$ cat config.mk
export PLATFORM = sky130hd
export DESIGN_NAME = spi_slave_regs_flat
export DESIGN_NICKNAME = d
export VERILOG_FILES = /design/src/rtl/spi_slave_regs_if.sv /design/src/rtl/spi_slave_regs.sv /design/src/flat_wrapper.sv
export SDC_FILE = /design/constraint.sdc
export NUM_CORES = 1
export LEC_CHECK = 0
export CAP_MARGIN = 20
export CORE_MARGIN = 10
export CORE_UTILIZATION = 30
export DETAILED_ROUTE_END_ITERATION = 8
export PLACE_DENSITY = 0.49
export RECOVER_POWER = 50
export SYNTH_ARGS = -nofsm -noshare
export SYNTH_HDL_FRONTEND = slang
export SYNTH_SLANG_ARGS = --single-unit
$ cat constraint.sdc
create_clock -name clock -period 8.78 [get_ports clock]
set_clock_uncertainty 0.2 [all_clocks]
set_input_delay 2.195 -clock clock [delete_from_list [all_inputs] [get_ports clock]]
set_output_delay 2.195 -clock clock [all_outputs]
set_load 0.03 [all_outputs]
$ cat src/rtl/spi_slave_regs_if.sv
// SPI bus bundle for spi_slave_regs: master drives ss/sclk/mosi, slave returns miso.
interface spi_slave_regs_if;
    logic ss;
    logic sclk;
    logic mosi;
    logic miso;

    modport master (output ss, output sclk, output mosi, input miso);
    modport slave  (input ss, input sclk, input mosi, output miso);
endinterface

$ cat src/rtl/spi_slave_regs.sv
// SPI mode-0 slave with a 16 x 8 register file; 24-bit frames of ID, address, data.
// state   | meaning
// IDLE    | waiting for ss to fall
// ID      | shifting in the ID byte
// ADDR    | shifting in the address byte
// DATA    | shifting data in (write) or out on miso (read)
// WAIT_SS | frame done or rejected, ignoring sclk until ss rises
module spi_slave_regs #(
    parameter logic [7:0] SLAVE_IDW = 8'hFF,
    parameter logic [7:0] SLAVE_IDR = 8'h00
) (
    input  logic               clock,
    input  logic               reset,
    spi_slave_regs_if.slave    spi,
    input  logic [3:0]         loc_addr,
    output logic [7:0]         loc_rdata,
    output logic               wr_pulse,
    output logic [7:0]         wr_addr,
    output logic [7:0]         wr_data,
    output logic               frame_err
);

    localparam logic [2:0] IDLE    = 3'd0;
    localparam logic [2:0] ID      = 3'd1;
    localparam logic [2:0] ADDR    = 3'd2;
    localparam logic [2:0] DATA    = 3'd3;
    localparam logic [2:0] WAIT_SS = 3'd4;

    logic [1:0] ss_sync, sclk_sync, mosi_sync;
    logic       ss_q, sclk_q;
    logic [2:0] state;
    logic [4:0] bit_cnt;
    logic [7:0] shift_reg;
    logic [7:0] addr_reg;
    logic [7:0] rd_shift;
    logic       is_write;
    logic [7:0] regs [16];

    logic       ss_s, sclk_s, mosi_s;
    logic       ss_rise, ss_fall, sclk_rise, sclk_fall;
    logic [7:0] shift_nxt;
    logic [4:0] cnt_nxt;

    assign ss_s      = ss_sync[1];
    assign sclk_s    = sclk_sync[1];
    assign mosi_s    = mosi_sync[1];
    assign ss_rise   = ss_s & ~ss_q;
    assign ss_fall   = ~ss_s & ss_q;
    assign sclk_rise = sclk_s & ~sclk_q;
    assign sclk_fall = ~sclk_s & sclk_q;
    assign shift_nxt = {shift_reg[6:0], mosi_s};
    // Saturate so stray sclk edges past bit 24 can never look like a new frame.
    assign cnt_nxt   = (bit_cnt == 5'd24) ? 5'd24 : bit_cnt + 5'd1;

    assign spi.miso  = (state == DATA && !is_write) ? rd_shift[7] : 1'b0;

    always_ff @(posedge clock) begin
        if (reset) begin
            ss_sync   <= 2'b11;
            sclk_sync <= 2'b00;
            mosi_sync <= 2'b00;
            ss_q      <= 1'b1;
            sclk_q    <= 1'b0;
        end else begin
            ss_sync   <= {ss_sync[0], spi.ss};
            sclk_sync <= {sclk_sync[0], spi.sclk};
            mosi_sync <= {mosi_sync[0], spi.mosi};
            ss_q      <= ss_s;
            sclk_q    <= sclk_s;
        end
    end

    always_ff @(posedge clock) begin
        if (reset) begin
            state     <= IDLE;
            bit_cnt   <= 5'd0;
            shift_reg <= 8'h00;
            addr_reg  <= 8'h00;
            rd_shift  <= 8'h00;
            is_write  <= 1'b0;
            loc_rdata <= 8'h00;
            wr_pulse  <= 1'b0;
            wr_addr   <= 8'h00;
            wr_data   <= 8'h00;
            frame_err <= 1'b0;
            for (int i = 0; i < 16; i++) regs[i] <= 8'h00;
        end else begin
            wr_pulse  <= 1'b0;
            frame_err <= 1'b0;
            loc_rdata <= regs[loc_addr];
            case (state)
                IDLE: begin
                    if (ss_fall) begin
                        state     <= ID;
                        bit_cnt   <= 5'd0;
                        shift_reg <= 8'h00;
                    end
                end
                ID, ADDR, DATA: begin
                    if (ss_rise) begin
                        state     <= IDLE;
                        frame_err <= 1'b1;
                    end else if (sclk_rise) begin
                        shift_reg <= shift_nxt;
                        bit_cnt   <= cnt_nxt;
                        if (state == ID && cnt_nxt == 5'd8) begin
                            if (shift_nxt == SLAVE_IDW) begin
                                is_write <= 1'b1;
                                state    <= ADDR;
                            end else if (shift_nxt == SLAVE_IDR) begin
                                is_write <= 1'b0;
                                state    <= ADDR;
                            end else begin
                                state     <= WAIT_SS;
                                frame_err <= 1'b1;
                            end
                        end else if (state == ADDR && cnt_nxt == 5'd16) begin
                            addr_reg <= shift_nxt;
                            rd_shift <= 8'h00;
                            state    <= DATA;
                        end else if (state == DATA && cnt_nxt == 5'd24) begin
                            state <= WAIT_SS;
                            if (is_write) begin
                                wr_pulse <= 1'b1;
                                wr_addr  <= addr_reg;
                                wr_data  <= shift_nxt;
                                if (addr_reg[7:4] == 4'h0) regs[addr_reg[3:0]] <= shift_nxt;
                            end
                        end
                    end else if (sclk_fall && state == DATA && !is_write) begin
                        if (bit_cnt == 5'd16)
                            rd_shift <= (addr_reg[7:4] == 4'h0) ? regs[addr_reg[3:0]] : 8'h00;
                        else
                            rd_shift <= {rd_shift[6:0], 1'b0};
                    end
                end
                WAIT_SS: begin
                    if (ss_rise) state <= IDLE;
                end
                default: state <= IDLE;
            endcase
        end
    end

endmodule

$ cat src/flat_wrapper.sv
// flat-port wrapper written by rule: the top's interface ports become plain ports
module spi_slave_regs_flat 
#(
    parameter logic [7:0] SLAVE_IDW = 8'hFF,
    parameter logic [7:0] SLAVE_IDR = 8'h00
)
  (clock, reset, loc_addr, loc_rdata, wr_pulse, wr_addr, wr_data, frame_err, spi_ss, spi_sclk, spi_mosi, spi_miso);
  spi_slave_regs_if spi_i ();
  input  logic clock;
  input  logic reset;
  input  logic [3:0] loc_addr;
  output logic [7:0] loc_rdata;
  output logic wr_pulse;
  output logic [7:0] wr_addr;
  output logic [7:0] wr_data;
  output logic frame_err;
  input wire logic [$bits(spi_i.ss)-1:0] spi_ss;
  input wire logic [$bits(spi_i.sclk)-1:0] spi_sclk;
  input wire logic [$bits(spi_i.mosi)-1:0] spi_mosi;
  output wire logic [$bits(spi_i.miso)-1:0] spi_miso;
  assign spi_i.ss = spi_ss;
  assign spi_i.sclk = spi_sclk;
  assign spi_i.mosi = spi_mosi;
  assign spi_miso = spi_i.miso;
  spi_slave_regs #(.SLAVE_IDW(SLAVE_IDW), .SLAVE_IDR(SLAVE_IDR)) u_core (.clock(clock), .reset(reset), .spi(spi_i), .loc_addr(loc_addr), .loc_rdata(loc_rdata), .wr_pulse(wr_pulse), .wr_addr(wr_addr), .wr_data(wr_data), .frame_err(frame_err));
endmodule
# Word-level counts from Yosys, hierarchy flattened
# Memories as Yosys holds them, arrays and structs flattened. A register that Yosys moved wholly into a read port is not among the register bits.
# Index checks and enable logic that the tools add are counted.
word_totals:
  reg_bits: 58
  ramBits: 128
  in_bits: 9
  wordCells: 123
  n_memories: 1
mem_list:
  columns: ["memory", "words", "width", "rd", "rd_clocked_by_memory_dff", "write_ports", "line_no", "rtl"]
  rows:
  - ["u_core.regs", 16, 8, 2, 2, 16, "spi_slave_regs.sv:37", "logic [7:0] regs [16];"]
classes:
  addsub: 1
  eq_ne: 18
  mux: 51
  bitwise: 14
  reduce_logical: 23
ops:
  columns: ["operator", "count"]
  rows:
  - ["8-bit 2-to-1 mux", 7]
  - ["3-bit 2-to-1 mux", 9]
  - ["1-bit 2-to-1 mux", 22]
  - ["7-bit 2-to-1 mux", 3]
  - ["5-bit equality test, second input constant", 4]
  - ["5-bit 2-to-1 mux", 4]
  - ["5-bit AND reduction", 3]
  - ["7-bit case mux with 2 select lines", 1]
  - ["4-bit 2-to-1 mux", 3]
  - ["1-bit NOT", 10]
  - ["5-bit case mux with 2 select lines", 1]
  - ["3-bit case mux with 3 select lines", 1]
  - ["8-bit equality test, second input constant", 1]
  - ["8-bit zero test", 1]
  - ["4-bit AND reduction", 2]
  - ["8-bit OR reduction", 1]
  - ["7-bit AND reduction", 1]
  - ["7-bit OR reduction", 1]
  - ["3-bit by 2-bit equality test with 1-bit output, second input constant", 2]
  - ["1-bit logical AND", 6]
  - ["2-bit by 1-bit != test with 1-bit output, second input constant", 3]
  - ["2-bit != test, second input constant", 3]
  - ["2-bit nonzero test", 3]
  - ["5-bit by 1-bit adder with 5-bit output, second input constant", 1]
  - ["11 further kinds", 14]

# Depth between registers and ports, before layout
# Gate-level depths: netlist (run 1).
depth:
  depth_word: 14
  mapped_depth: 9
  mapped_depth_nobuf: 8

# Worst setup path before layout (run 1)
# No wires, ideal clock.
synth_path:
  kind: "input -> register"
  start: "in loc_addr[0]"
  end: "reg u_core.loc_rdata[0] (read register of u_core.regs)"
  setup_ps: 128
  arrival_ps: 3812
  required_ps: 8452
  path_slack_ps: 4640
  stages: 5
  path_cell_list: "clkbuf_1 -> buf_2 -> mux4_2 -> mux4_2 -> nor2b_1"
synth_rtl:
  columns: ["item", "line_no", "rtl"]
  rows:
  - ["start: declaration", "flat_wrapper.sv:11", "input logic [3:0] loc_addr;"]
  - ["end: declaration", "spi_slave_regs.sv:16", "output logic [7:0] loc_rdata,"]

==> results of run 1 <==
[cell type report]
type	instances	area [um^2]	share of cell area
clock buffers	17	425	0.0399
clock inverters	15	125	0.0117
inverters	5	18.8	0.00176
multi-input cells	493	3910	0.366
flip-flops and latches	198	5250	0.492
well taps	402	503	0.0472
repair buffers	48	438	0.0411
[layout by cell type, fill, tap and decap left out, drive strengths merged, types with 4 or more instances in the layout]
master / count
o21ai: 16
nor3: 6
nand2: 51
or3: 6
clkdlybuf4s50: 16
mux4: 73
nor2: 173
nand2b: 4
clkbuf: 21
nor2b: 25
a221o: 7
dlygate4sd3: 17
a211oi: 14
nand3: 7
nand4: 5
inv: 10
clkinv: 6
edfxtp: 128
nor4: 5
buf: 11
dfxtp: 70
a21o: 16
a21oi: 22
mux2i: 24
[power by group]
| part | total, mW | internal (mW) | leakage (nW) | switching, mW |
|---|---|---|---|---|
| logic | 0.170 | 0.0714 | 1.38 | 0.0989 |
| registers | 1.06 | 1.02 | 1.93 | 0.0421 |
| clock network | 0.765 | 0.392 | 0.266 | 0.373 |
[worst max-delay path, cell delays in order]
cell and delay (ps):
clkbuf_1 680, clkbuf_1 1890, or3_2 920, nor2_1 90
[synth_stat cells, drive strengths merged (4+ instances only)]
master,number,share of area
nor4,5,0.0040
nand2b,4,0.0026
nor2b,25,0.017
mux4,73,0.17
a21oi,22,0.012
a211oi,14,0.011
mux2i,24,0.025
clkbuf,39,0.015
a221o,7,0.0074
buf,28,0.017
nor3,6,0.0032
nand4,5,0.0033
nand3,7,0.0037
or3,6,0.0040
inv,5,0.0020
nand2,51,0.020
edfxtp,128,0.41
nor2,173,0.069
dfxtp,70,0.15
a21o,16,0.013
o21ai,16,0.0085
[kinds of logic (layout without fill, tap and decap cells)]
logic type	Yosys count	in the layout
AND/OR/NAND/NOR	299	299
flip-flops	198	198
multiplexers	97	97
AO/OA/AOI/OAI	89	89
buffers and inverters	72	85
XOR/XNOR	6	6
adder cells (fa/ha/maj)	2	2
[stage by stage]
stage	cell area (um^2)	hold slack, ps
global placement	10100	211
floorplan	9480	189
CTS	10700	226
detailed placement	10100	208
global route	10700	233
finish	10700	221
[final timing paths]
path	startpoint	endpoint	slack, ps
worst max register to register	u_core.bit_cnt[0]	u_core.regs[0][3]	4710
worst max-delay path	reset	u_core.regs[11][1]	2930
worst min register to register	u_core.ss_sync[0]	u_core.ss_sync[1]	220
worst min-delay path	u_core.ss_sync[0]	u_core.ss_sync[1]	220
[routing by layer]
layer | global-route usage | vias up | wire length, um
met4 | 0.0430 | 0 | 404
met5 | 0 | - | 0
met3 | 0.0233 | 27 | 1280
li1 | - | 2822 | -
met1 | 0.178 | 3161 | 11800
met2 | 0.244 | 170 | 13700
==> summary.md, run 1 <==
| Metric | Value |
|---|---|
| Post-Synth Adder-Cell Area | `0.00264` |
| Post-synthesis instance total | `763` |
| Pwr Density | `187 mW/mm^2` |
| CTS hold repair buffers | `0` |
| Pleak | `~3.6 nW` |
| Layout cells sized above 1 | `0.162` |
| Placement Rows | `65` |
| Min setup slack post-route | `between 2000 and 3000 ps` |
| Hold Crit Class | `register to register` |
| Final HPWL DP | `roughly 17000 um` |
| Post-Syn Area | `between 0.009 and 0.01 mm^2` |
| Total CTS buffers | `17` |
| Initial core utilization | `0.302` |
| # fillers | `about 3100` |
| Arrival time worst endpoint | `5820 ps` |
| H-tree Lvls | `4` |
| Worst Path Required | `slightly below 9000 ps` |
| First-pass GRT wire length | `~40000 um` |
| Antenna violations before repair | `0` |
| Avg Synthesized Cell Area | `about 12 um^2` |
| Initial detailed-routing violation count | `532` |
| RSZ-0062 raised after global routing | `no` |
| Clk buf depth | `2` |
| Later-pin clock latency in the skew report | `between 400 and 500 ps` |
| Final RePlAce weighted congestion | `just under 0.8` |
| Fin cells | `1178` |
| Fin. Hold Viols | `0` |
| Post-synthesis sequential area ratio | `0.554` |
| Status | `finished with violations` |
| Power, Total | `roughly 2 mW` |
| Synth Warn # | `0` |
| Pin count of the biggest net entering global routing | `54` |
| Post-CTS Setup Bufs | `0` |
| DRC | `0` |
| Synth Area in Compound Gates | `0.0638` |
| Area delta synth->final | `12.5%` |
| Critical-path maximum fanout | `53` |
| VDD IR-drop max | `0.000118 V` |
| WL/cell | `~23 um` |
| Vias | `~6200` |
| GRT Residual Overflow | `0` |
| Vias in the first global route | `6186` |
| CTS root buf | `clkbuf_16` |
| Final setup viols | `0` |
| Util after Layout | `0.340` |
| Diode count | `0` |
| Largest Register | `u_core.regs` |
| Worst reg2reg path depth | `9` |
| Number of flip-flops in the largest register | `128` |
| Clock Pin Slew Worst Setup and Hold Paths | `80 ps` |
| I/O Pins | `36` |
| Synth Area in Simple Gates | `0.140` |
| Main synth FF type | `edfxtp_1` |
| Gr usage total | `0.141` |
| Width of the die | `roughly 200 um` |
| Largest family of logic cells by synthesized area | `multiplexers` |
| Portion of netlist area occupied by mux cells | `0.199` |
| Placeable Area | `between 0.03 and 0.04 mm^2` |
| Final WL | `27200 um` |
| Remaining antenna violation count after routing | `0` |
| Die ar. | `around 0.039 mm^2` |
| Syn nets | `between 700 and 800` |
| CTS sink count | `a little under 200` |
| CP Launch Type | `primary input` |
| Synth cell types | `55` |
| Drt pass-1 iters | `5` |
| Crit Path Category | `primary input to register` |
| Final Cycle Share | `0.667` |
| TritonCTS clock tree | `yes` |
| Slew HR | `-0.711` |
| Tightest Pin Transition | `2570 ps` |
| Post-synth EDFFs | `~130` |
| Synthesized-area fraction occupied by xor and xnor cells | `0.00713` |
| Number of gates resized after CTS | `0` |
| Hold Path Depth | `1` |
| Failing checks | `max-capacitance violations, max-slew violations` |
| # port buffers | `35` |
| Crit. End Element | `register` |
| Fin crit period | `5850 ps` |
| Cells after DPL | `roughly 1100` |
| Pre-CTS WS | `4100 ps` |
| Max Fclk | `approximately 170 MHz` |
| Via/cell ratio | `between 5 and 6` |
| NumNets Final | `just under 800` |
| Max_cap viols | `2` |
| Die height | `198 um` |
| Yosys reg bits | `198` |
| Final Max Slew Viols | `87` |
| Setup_tns | `0 ps` |
| Fraction of registers with async set/reset | `0` |
Note: power is estimated with default switching activity, not from simulation.
==> run 2: changes to the inputs <==
--- a/config.mk
+++ b/config.mk
@@ -9,7 +9,7 @@
 export CORE_MARGIN = 10
 export CORE_UTILIZATION = 30
 export DETAILED_ROUTE_END_ITERATION = 8
-export PLACE_DENSITY = 0.49
+export PLACE_DENSITY = 0.51
 export RECOVER_POWER = 50
 export SYNTH_ARGS = -nofsm -noshare
 export SYNTH_HDL_FRONTEND = slang
==> constraint.sdc (replaced) <==
create_clock -name clock -period 5 [get_ports clock]
set_clock_uncertainty 0.2 [all_clocks]
set_input_delay 1.25 -clock clock [delete_from_list [all_inputs] [get_ports clock]]
set_output_delay 1.25 -clock clock [all_outputs]
set_load 0.03 [all_outputs]
==> summary.md, run 2 (synthesis gave the netlist of run 1 again) <==
| Metric | Value |
|---|---|
| Final WL | `27200 um (about the same)` |
| Clk buf depth | `2 (unchanged)` |
| Commonest non-fill, non-tap cell in the layout | `nor2_1` |
| Worst Path Required | `5130 ps (-3610 ps)` |
| Flop pwr share | `0.530 (about the same)` |
| Failing checks | `max-capacitance violations, max-slew violations` |
| Number of gates resized after CTS | `0 (unchanged)` |
| Max Fclk | `approximately 240 MHz` |
| Hold Crit Class | `register to register` |
| First-pass GRT wire length | `40700 um (-0.77%)` |
| NumNets Final | `779 (+0.65%)` |
| Pin count of the biggest net entering global routing | `33 (-39%)` |
| Most frequent cells in the layout | `nor2_1, edfxtp_1, mux4_2` |
| I/O Pins | `36 (unchanged)` |
| Post-CTS Setup Bufs | `0 (unchanged)` |
| Status | `finished with violations` |
| Vias | `6288 (+1.7%)` |
| Setup_tns | `0 ps (unchanged)` |
| Total CTS buffers | `17 (unchanged)` |
| Pwr Density | `328 mW/mm^2 (+75%)` |
| Diode count | `0 (unchanged)` |
| RSZ-0062 raised after global routing | `no` |
| Drt pass-1 iters | `5 (unchanged)` |
| Final setup viols | `0 (unchanged)` |
| Critical-path maximum fanout | `32 (-40%)` |
| Arrival time worst endpoint | `4260 ps (-1560 ps)` |
| Slew HR | `-0.104 (+0.606)` |
| Max_cap viols | `1 (-1)` |
| Hold_ws | `220 ps (-0.727 ps)` |
| Initial core utilization | `0.302 (unchanged)` |
| Antenna violations before repair | `0 (unchanged)` |
| Final RePlAce weighted congestion | `0.803 (+1.8%)` |
| Die ar. | `0.0391 mm^2 (unchanged)` |
| Largest Register | `u_core.regs` |
| DRC | `0 (unchanged)` |
| CTS hold repair buffers | `0 (unchanged)` |
| Final HPWL DP | `17200 um (+1.3%)` |
| WL/cell | `23.0 um (-0.44%)` |
| Tightest Pin Transition | `1660 ps (-910 ps)` |
| Final Max Slew Viols | `33 (-62%)` |
| Crit. End Element | `register` |
| Gr usage total | `0.141 (-0.000463)` |
| Final Cycle Share | `0.826` |
| # port buffers | `35 (unchanged)` |
| GRT Residual Overflow | `0 (unchanged)` |
| Die height | `198 um (unchanged)` |
| Layout cells sized above 1 | `0.170 (+0.00792)` |
| CTS sink count | `198 (unchanged)` |
| Pleak | `3.64 nW (+1.7%)` |
| Flop2flop setup slack | `1230 ps (-3480 ps)` |
| Crit Path Category | `primary input to register` |
| CTS root buf | `clkbuf_16` |
| Remaining antenna violation count after routing | `0 (unchanged)` |
| Width of the die | `198 um (unchanged)` |
| CP Launch Type | `primary input` |
| Initial detailed-routing violation count | `610 (+15%)` |
| Switching share of power | `0.267 (+0.00929)` |
| Fin. Hold Viols | `0 (unchanged)` |
| Placement Rows | `65 (unchanged)` |
| Fin crit period | `just over 4000 ps` |
| Clock Pin Slew Worst Setup and Hold Paths | `80 ps (about the same)` |
| Later-pin clock latency in the skew report | `450 ps (about the same)` |
| Area delta synth->final | `13.0%` |
| Clock power frac | `0.383 (about the same)` |
| H-tree Lvls | `4 (unchanged)` |
| Via/cell ratio | `5.32 (+1.3%)` |
| VDD IR-drop max | `0.000251 V (+110%)` |
| Number of flip-flops in the largest register | `128 (unchanged)` |
| TritonCTS clock tree | `yes` |
| Internal power | `2.57 mW (+74%)` |
| Psw | `0.937 mW (+82%)` |
| Vias in the first global route | `6352 (+2.7%)` |
| Placeable Area | `0.0314 mm^2 (unchanged)` |
| Combinational share of power | `0.087 (+0.002)` |
## run 2: changes by cell type in the layout (fill, tap and decap cells not counted), moves of 2 or more
cell,change
buf_4,+5
clkdlybuf4s50_1,-9
inv_8,+5
clkinv_1,-2
dlygate4sd3_1,+9
## run 2: path summary, 6_finish.rpt
check / from / depth (start not counted) / endpoint
worst max-delay path: reset / 5 / u_core.rd_shift[6]
worst min register to register: u_core.ss_sync[0] / 1 / u_core.ss_sync[1]
worst min-delay path: u_core.ss_sync[0] / 1 / u_core.ss_sync[1]
worst max register to register: u_core.bit_cnt[0] / 8 / u_core.regs[1][4]
## run 2: stage by stage
stage	instance area, um^2	power [mW]	cells	setup WS, ps	util
after CTS	10700	3.53	1182	1380	0.341
after detailed placement	10100	2.20	1150	1270	0.323
after floorplan	9480	2.09	763	1810	-
after global routing	10700	3.62	1183	651	0.341
after global placement	10100	2.20	1150	1300	0.323
final	10700	3.51	1183	872	0.341
## run 2: per-layer routing
metal	track usage	vias to the layer above	part of all wire
met4	0.0453	0	0.020
met1	0.180	3242	0.43
met2	0.238	195	0.50
li1	-	2820	-
met5	0	-	0
met3	0.0233	31	0.055
## run 2: cell type report
cell class                 instances  area [um^2]
timing repair buffer              53          472
tap                              402          503
clock inverter                    15          134
clock buffer                      17          425
multi-input combinational        493         3910
sequential                       198         5250
fill                            3070        20700
inverter                           5         18.8
## run 2: worst max-delay path: stages
cell and delay (ps):
clkbuf_1 1160, clkbuf_1 930, o21bai_1 230, a41oi_1 170
a221o_1 500
## run 2: power by group through the flow
stage	Clock [mW]	Combinational [mW]	Sequential (mW)
CTS	1.37	0.309	1.86
global route	1.43	0.332	1.86
floorplan	0	0.244	1.85
detailed placement	0	0.307	1.89
finish	1.35	0.305	1.86
global placement	0	0.303	1.90
